## src/rtl/pipe_ctrl_pkg.sv

```systemverilog
// Shared types and constants for the pipeline stall controller.
// Contents:
//   state_e          - sequencer state (RUN / MULDIV)
//   *_DEF            - default parameter values for the controller
//   REG_ZERO         - architectural register 0 (hard-wired zero, never a hazard)
package pipe_ctrl_pkg;

   typedef enum logic {
      ST_RUN    = 1'b0,
      ST_MULDIV = 1'b1
   } state_e;

   localparam int MULDIV_LAT_DEF  = 32;
   localparam int CNT_W_DEF       = 6;
   localparam int STALL_CNT_W_DEF = 16;

   localparam logic [4:0] REG_ZERO = 5'd0;

endpackage

```

## src/rtl/load_use_detector.sv

```systemverilog
// Combinational load-use hazard detector.
// A load in EX whose destination is a source of the instruction in ID
// cannot forward in time, so one bubble is needed. Register 0 never hazards.
// Ports:
//   idex_memread_i  in  1  instruction in EX is a load
//   idex_rt_i       in  5  load destination register
//   ifid_rs_i       in  5  rs of instruction in ID
//   ifid_rt_i       in  5  rt of instruction in ID
//   load_use_o      out 1  stall request
module load_use_detector
   import pipe_ctrl_pkg::*;
(
   input  logic       idex_memread_i,
   input  logic [4:0] idex_rt_i,
   input  logic [4:0] ifid_rs_i,
   input  logic [4:0] ifid_rt_i,
   output logic       load_use_o
);

   assign load_use_o = idex_memread_i
                       && (idex_rt_i != REG_ZERO)
                       && ((idex_rt_i == ifid_rs_i) || (idex_rt_i == ifid_rt_i));

endmodule

```

## src/rtl/pipeline_stall_controller.sv

```systemverilog
// Central stall/flush sequencer for the 5-stage pipeline.
// Resolves data-memory wait, multi-cycle mul/div, taken branch and load-use
// hazards (in that priority) into stage write-enables, bubbles and flushes.
// Ports:
//   clk_i, rst_n_i                  clock (rising edge), async active-low reset
//   IDEX_MemRead, IDEX_RegisterRt   load in EX and its destination
//   IFID_RegisterRs/Rt              sources of instruction in ID
//   branch_taken_i                  branch in EX resolved taken
//   muldiv_start_i                  mul/div in EX
//   mem_req_i, mem_ready_i          MEM access and its completion
//   PC_Write .. EXMEM_Write         stage write-enables (1 = advance)
//   Control_select, EXMEM_Bubble    zero control into ID/EX resp. EX/MEM
//   IFID_Flush                      clear IF/ID to nop
//   busy_o                          FSM is in MULDIV (doubles as state debug view)
//   stall_count_o                   saturating count of cycles with PC_Write==0
// Outputs are combinational from state, counter and inputs. While rst_n_i is
// low the outputs are forced to their defaults.
// Parameter legality: MULDIV_LAT >= 2 and 2**CNT_W > MULDIV_LAT.
module pipeline_stall_controller
   import pipe_ctrl_pkg::*;
#(
   parameter int MULDIV_LAT  = MULDIV_LAT_DEF,
   parameter int CNT_W       = CNT_W_DEF,
   parameter int STALL_CNT_W = STALL_CNT_W_DEF
) (
   input  logic                   clk_i,
   input  logic                   rst_n_i,
   input  logic                   IDEX_MemRead,
   input  logic [4:0]             IDEX_RegisterRt,
   input  logic [4:0]             IFID_RegisterRs,
   input  logic [4:0]             IFID_RegisterRt,
   input  logic                   branch_taken_i,
   input  logic                   muldiv_start_i,
   input  logic                   mem_req_i,
   input  logic                   mem_ready_i,
   output logic                   PC_Write,
   output logic                   IFID_Write,
   output logic                   IDEX_Write,
   output logic                   EXMEM_Write,
   output logic                   Control_select,
   output logic                   EXMEM_Bubble,
   output logic                   IFID_Flush,
   output logic                   busy_o,
   output logic [STALL_CNT_W-1:0] stall_count_o
);

   // The start cycle is spent in RUN and the release cycle at count 0, so
   // the counter is loaded with LAT-2 to give exactly LAT cycles in EX.
   localparam logic [CNT_W-1:0] CNT_RELOAD = CNT_W'(MULDIV_LAT - 2);

   state_e                 state_q, state_d;
   logic [CNT_W-1:0]       cnt_q, cnt_d;
   logic [STALL_CNT_W-1:0] stall_cnt_q, stall_cnt_d;

   logic mem_stall;
   logic load_use;

   assign mem_stall = mem_req_i & ~mem_ready_i;

   load_use_detector u_load_use_detector (
      .idex_memread_i (IDEX_MemRead),
      .idex_rt_i      (IDEX_RegisterRt),
      .ifid_rs_i      (IFID_RegisterRs),
      .ifid_rt_i      (IFID_RegisterRt),
      .load_use_o     (load_use)
   );

   always_ff @(posedge clk_i or negedge rst_n_i) begin
      if (!rst_n_i) begin
         state_q     <= ST_RUN;
         cnt_q       <= '0;
         stall_cnt_q <= '0;
      end else begin
         state_q     <= state_d;
         cnt_q       <= cnt_d;
         stall_cnt_q <= stall_cnt_d;
      end
   end

   always_comb begin
      state_d        = state_q;
      cnt_d          = cnt_q;
      PC_Write       = 1'b1;
      IFID_Write     = 1'b1;
      IDEX_Write     = 1'b1;
      EXMEM_Write    = 1'b1;
      Control_select = 1'b0;
      EXMEM_Bubble   = 1'b0;
      IFID_Flush     = 1'b0;

      if (rst_n_i) begin
         unique case (state_q)
            ST_RUN: begin
               if (mem_stall) begin
                  PC_Write    = 1'b0;
                  IFID_Write  = 1'b0;
                  IDEX_Write  = 1'b0;
                  EXMEM_Write = 1'b0;
               end else if (muldiv_start_i) begin
                  PC_Write     = 1'b0;
                  IFID_Write   = 1'b0;
                  IDEX_Write   = 1'b0;
                  EXMEM_Bubble = 1'b1;
                  cnt_d        = CNT_RELOAD;
                  state_d      = ST_MULDIV;
               end else if (branch_taken_i) begin
                  // Branch beats load-use: the ID instruction is wrong-path.
                  IFID_Flush     = 1'b1;
                  Control_select = 1'b1;
               end else if (load_use) begin
                  PC_Write       = 1'b0;
                  IFID_Write     = 1'b0;
                  Control_select = 1'b1;
               end
            end
            ST_MULDIV: begin
               // Latency keeps counting through a MEM stall.
               cnt_d = (cnt_q == '0) ? '0 : cnt_q - CNT_W'(1);
               if ((cnt_q != '0) || mem_stall) begin
                  PC_Write     = 1'b0;
                  IFID_Write   = 1'b0;
                  IDEX_Write   = 1'b0;
                  EXMEM_Write  = ~mem_stall;
                  EXMEM_Bubble = ~mem_stall;
               end else begin
                  state_d = ST_RUN;
               end
            end
            default: state_d = ST_RUN;
         endcase
      end
   end

   assign stall_cnt_d   = (!PC_Write && (stall_cnt_q != '1)) ? stall_cnt_q + STALL_CNT_W'(1)
                                                             : stall_cnt_q;
   assign stall_count_o = stall_cnt_q;
   assign busy_o        = (state_q == ST_MULDIV);

endmodule
```

## config.mk

```make
export PLATFORM = sky130hd
export DESIGN_NAME = pipeline_stall_controller
export DESIGN_NICKNAME = d
export VERILOG_FILES = /design/src/rtl/pipe_ctrl_pkg.sv /design/src/rtl/load_use_detector.sv /design/src/rtl/pipeline_stall_controller.sv
export SDC_FILE = /design/constraint.sdc
export NUM_CORES = 1
export LEC_CHECK = 0
export ABC_AREA = 1
export CAP_MARGIN = 5
export CORE_MARGIN = 4
export CORE_UTILIZATION = 30
export DETAILED_ROUTE_END_ITERATION = 10
export DONT_BUFFER_PORTS = 1
export PLACE_DENSITY = 0.51
export SLEW_MARGIN = 40
export SYNTH_ARGS = -nofsm -noshare
export SYNTH_HDL_FRONTEND = slang
export SYNTH_HIERARCHICAL = 1
export SYNTH_SLANG_ARGS = --single-unit
```

## constraint.sdc

```tcl
create_clock -name clk_i -period 1.4 [get_ports clk_i]
set_clock_uncertainty 0.05 [all_clocks]
set_input_delay 0.28 -clock clk_i [delete_from_list [all_inputs] [get_ports clk_i]]
set_output_delay 0.28 -clock clk_i [all_outputs]
set_load 0.01 [all_outputs]
```

==> reports/summary.json <==
{
  "rsz0062_at_grt": "yes",
  "slew_headroom": 0.786,
  "drt_pass1_iterations": 4,
  "insertedDiodeCount": 0,
  "die-width_um": 86.1,
  "detailed_route_wl_um": 5360,
  "powerDensity_nw_per_um2": 941,
  "post_detailed_route_via_to_cell_ratio": 4.65,
  "cellLeakagePower_uw": 0.00134,
  "num_rows": 28,
  "critPathKind": "reg2out",
  "grt_pass1_vias": 1942,
  "final_antenna_net_count": 0,
  "chipHeight_um": 86.1,
  "switching_share": 0.391,
  "cp_data_arrival_time_ns": 1.34,
  "vias": 1973,
  "number_of_max_capacitance_violations_reported": 0,
  "floorplan.die_area_um2": 7410,
  "gr-usage-met3": 0.0403,
  "post_synth_instance_area_um2": 1830,
  "detailedRoute.firstIterationViolations": 81,
  "ys_ff_latch": 23,
  "drive_gt1_frac": 0.335,
  "yosysSeqAreaShare": 0.315,
  "worst_setup_ep_type": "primary output",
  "gr_busiest_metal": "met2",
  "cts_tree": "done",
  "grt_max_degree": 24,
  "mean_routed_wirelength_per_cell_um": 12.6,
  "fin_crit_sh": 1.19,
  "period_needed_ns": 1.67,
  "timing.critical_path.from_type": "flop",
  "timing.critical_path.required_ns": 1.07,
  "failed_checks": "setup timing",
  "maxSlewViolCount": 0,
  "htree_num_levels": 1,
  "hold_ws_ns": 0.253,
  "cts_root_buffer": "clkbuf_8",
  "cts.clk_slew.worst_paths_ns": 0.09,
  "synth-warning-count": 6,
  "fmaxAchievable_mhz": 599,
  "tritoncts_num_sinks": 23,
  "power.combinational.fraction": 0.447,
  "timing_hold_violations_final": 0,
  "cts.path.max_buffers": 2,
  "power.switching_uw": 973,
  "worst_slew_pin_slew_ns": 0.321,
  "number_of_clock_buffers_inserted_by_tritoncts": 3,
  "grt.total_usage": 0.150,
  "fillers": 619,
  "holdCritPathClass": "in2reg",
  "seqCellArea_um2": 577,
  "worst_skew_pair.late_latency_ns": 0.27,
  "syn2layout_area_growth_pct": 44.7,
  "grt_pass1_wl_um": 8980,
  "power.internal_uw": 1520,
  "route.detailed.drc": 0,
  "globalRouteOverflowTotal": 0,
  "met2_use_gr": 0.267,
  "place_hpwl_um": 3740,
  "final.setup.worst_slack_ns": -0.268,
  "final_setup_violation_count": 22,
  "vdd.ir_drop.worst_v": 0.000379,
  "pwr-share-clk": 0.178,
  "port_buffers": 0,
  "starting_density_of_the_core": 0.309,
  "worstPathMaxFanout": 3,
  "synth_cell_types": 26,
  "number_of_top_level_pins": 46,
  "result_of_the_run": "finished, violations left",
  "power_uw": 2490,
  "synth_fp_nets": 318,
  "multiInputGateArea_um2": 1300,
  "nNetsFinal": 375,
  "syn_inst": 293,
  "core_region_area_um2": 5920,
  "power_frac_seq": 0.375,
  "globalplace.congestion": 0.819,
  "post_synth.cell_area_avg_um2": 6.24,
  "grt_antenna_before_repair": 0,
  "use_met1": 0.181
}
==> synthesized netlist by cell type <==
master / count / share of area
nand3_4: 1 / 0.0096
nand2_4: 1 / 0.0062
inv_1: 39 / 0.080
o211ai_1: 1 / 0.0041
nor2_2: 2 / 0.0068
nor3_1: 4 / 0.011
nand2_2: 2 / 0.0068
nand3_1: 16 / 0.044
a21oi_2: 1 / 0.0048
nand3b_1: 4 / 0.016
clkinv_2: 1 / 0.0027
a21oi_1: 4 / 0.011
nor2_4: 2 / 0.012
xnor2_1: 4 / 0.019
inv_2: 5 / 0.010
o21ai_0: 11 / 0.030
buf_4: 1 / 0.0041
buf_2: 1 / 0.0027
buf_6: 2 / 0.012
xor2_1: 3 / 0.014
nand2_1: 116 / 0.24
nand3_2: 1 / 0.0055
ha_1: 3 / 0.021
nand4_1: 15 / 0.051
nor2_1: 30 / 0.062
dfrtp_1: 23 / 0.31
==> metrics by stage <==
step                utilization  setup TNS, ns  worst slack (ns)  area [um2]  std cells
global route              0.447          -4.49            -0.347        2650        424
global placement          0.383          -3.18            -0.180        2270        412
floorplan                     -          -2.60            -0.178        1850        293
finish                    0.447          -2.42            -0.268        2650        424
CTS                       0.438          -3.66            -0.280        2590        425
detailed placement        0.383          -3.60            -0.199        2270        412
==> worst max-delay path, cell delays in order, from the launching register on <==
cell and delay (ns):
dfrtp_1 0.39, inv_2 0.08, ha_4 0.16, nand3_4 0.10, nor2_4 0.11, nor2_4 0.05
buf_6 0.11, o21ai_4 0.06
==> layer usage <==
layer  part of all wire  wire length (um)
met1               0.43              2300
met2               0.52              2770
met3              0.047               254
met4             0.0056                30
met5                  0                 0
==> layout make-up <==
class	count	share of cell area
Tap cell	75	0.0355
Clock buffer	3	0.0156
Clock inverter	1	0.00189
Timing Repair Buffer	55	0.173
Sequential cell	23	0.218
Inverter	45	0.0648
Multi-Input combinational cell	222	0.491
==> path summary, 6_finish.rpt <==
path                                       from                      endpoint  slack (ns)  cells after the start
max                        cnt_q[0]$_DFFE_PN0P_                    IDEX_Write       -0.27                      7
min                                     rst_n_i            busy_o$_DFFE_PN0P_        0.25                      2
max reg2reg                cnt_q[1]$_DFFE_PN0P_  stall_count_o[8]$_DFFE_PN0P_       -0.09                      9
min reg2reg                cnt_q[1]$_DFFE_PN0P_          cnt_q[1]$_DFFE_PN0P_        0.49                      2
max in group asynchronous               rst_n_i  stall_count_o[3]$_DFFE_PN0P_        0.76                      2
min in group asynchronous               rst_n_i  stall_count_o[1]$_DFFE_PN0P_        0.38                      2
==> power groups by stage <==
stage	clock, uW	sequential [uW]	combinational (uW)
2_1_floorplan	0	971	451
3_3_place_gp	0	910	911
3_5_place_dp	0	911	924
4_1_cts	451	920	1070
5_1_grt	490	959	1240
6_report	443	935	1110
==> cell usage in the layout, fill, tap and decap left out, types with 4 or more instances in the layout <==
master,instances
dfrtp_1,22
nand3b_1,4
nand2_1,95
nand3_1,15
buf_6,8
nand3_4,4
nand2_4,5
xnor2_1,4
nand4_1,15
nor2_1,22
inv_2,8
o21ai_0,8
nor2_4,10
buf_4,45
nand2_2,19
inv_1,36
==> flip-flops by register name, indices dropped and copies added (netlist names) <==
name	cells
cnt_q	6
stall_count_o	16
busy_o	1
==> cells by family after synthesis <==
kind of cell / share of synthesized area
xor+xnor: 0.0335
buf+inv: 0.112
simple gates: 0.469
fa+ha+maj: 0.0205
flops: 0.315
compound gates: 0.0499
==> what timing repair did <==
item                       in CTS  in global routing
buffers inserted                7                  0
hold endpoints to repair       23                  0
setup endpoints to repair      24                 28
pin swaps                      29                 10
cloned                          2                  0
gates resized for setup        47                 23
hold buffers                    2                  0
Power figures use the tool's default switching activity.
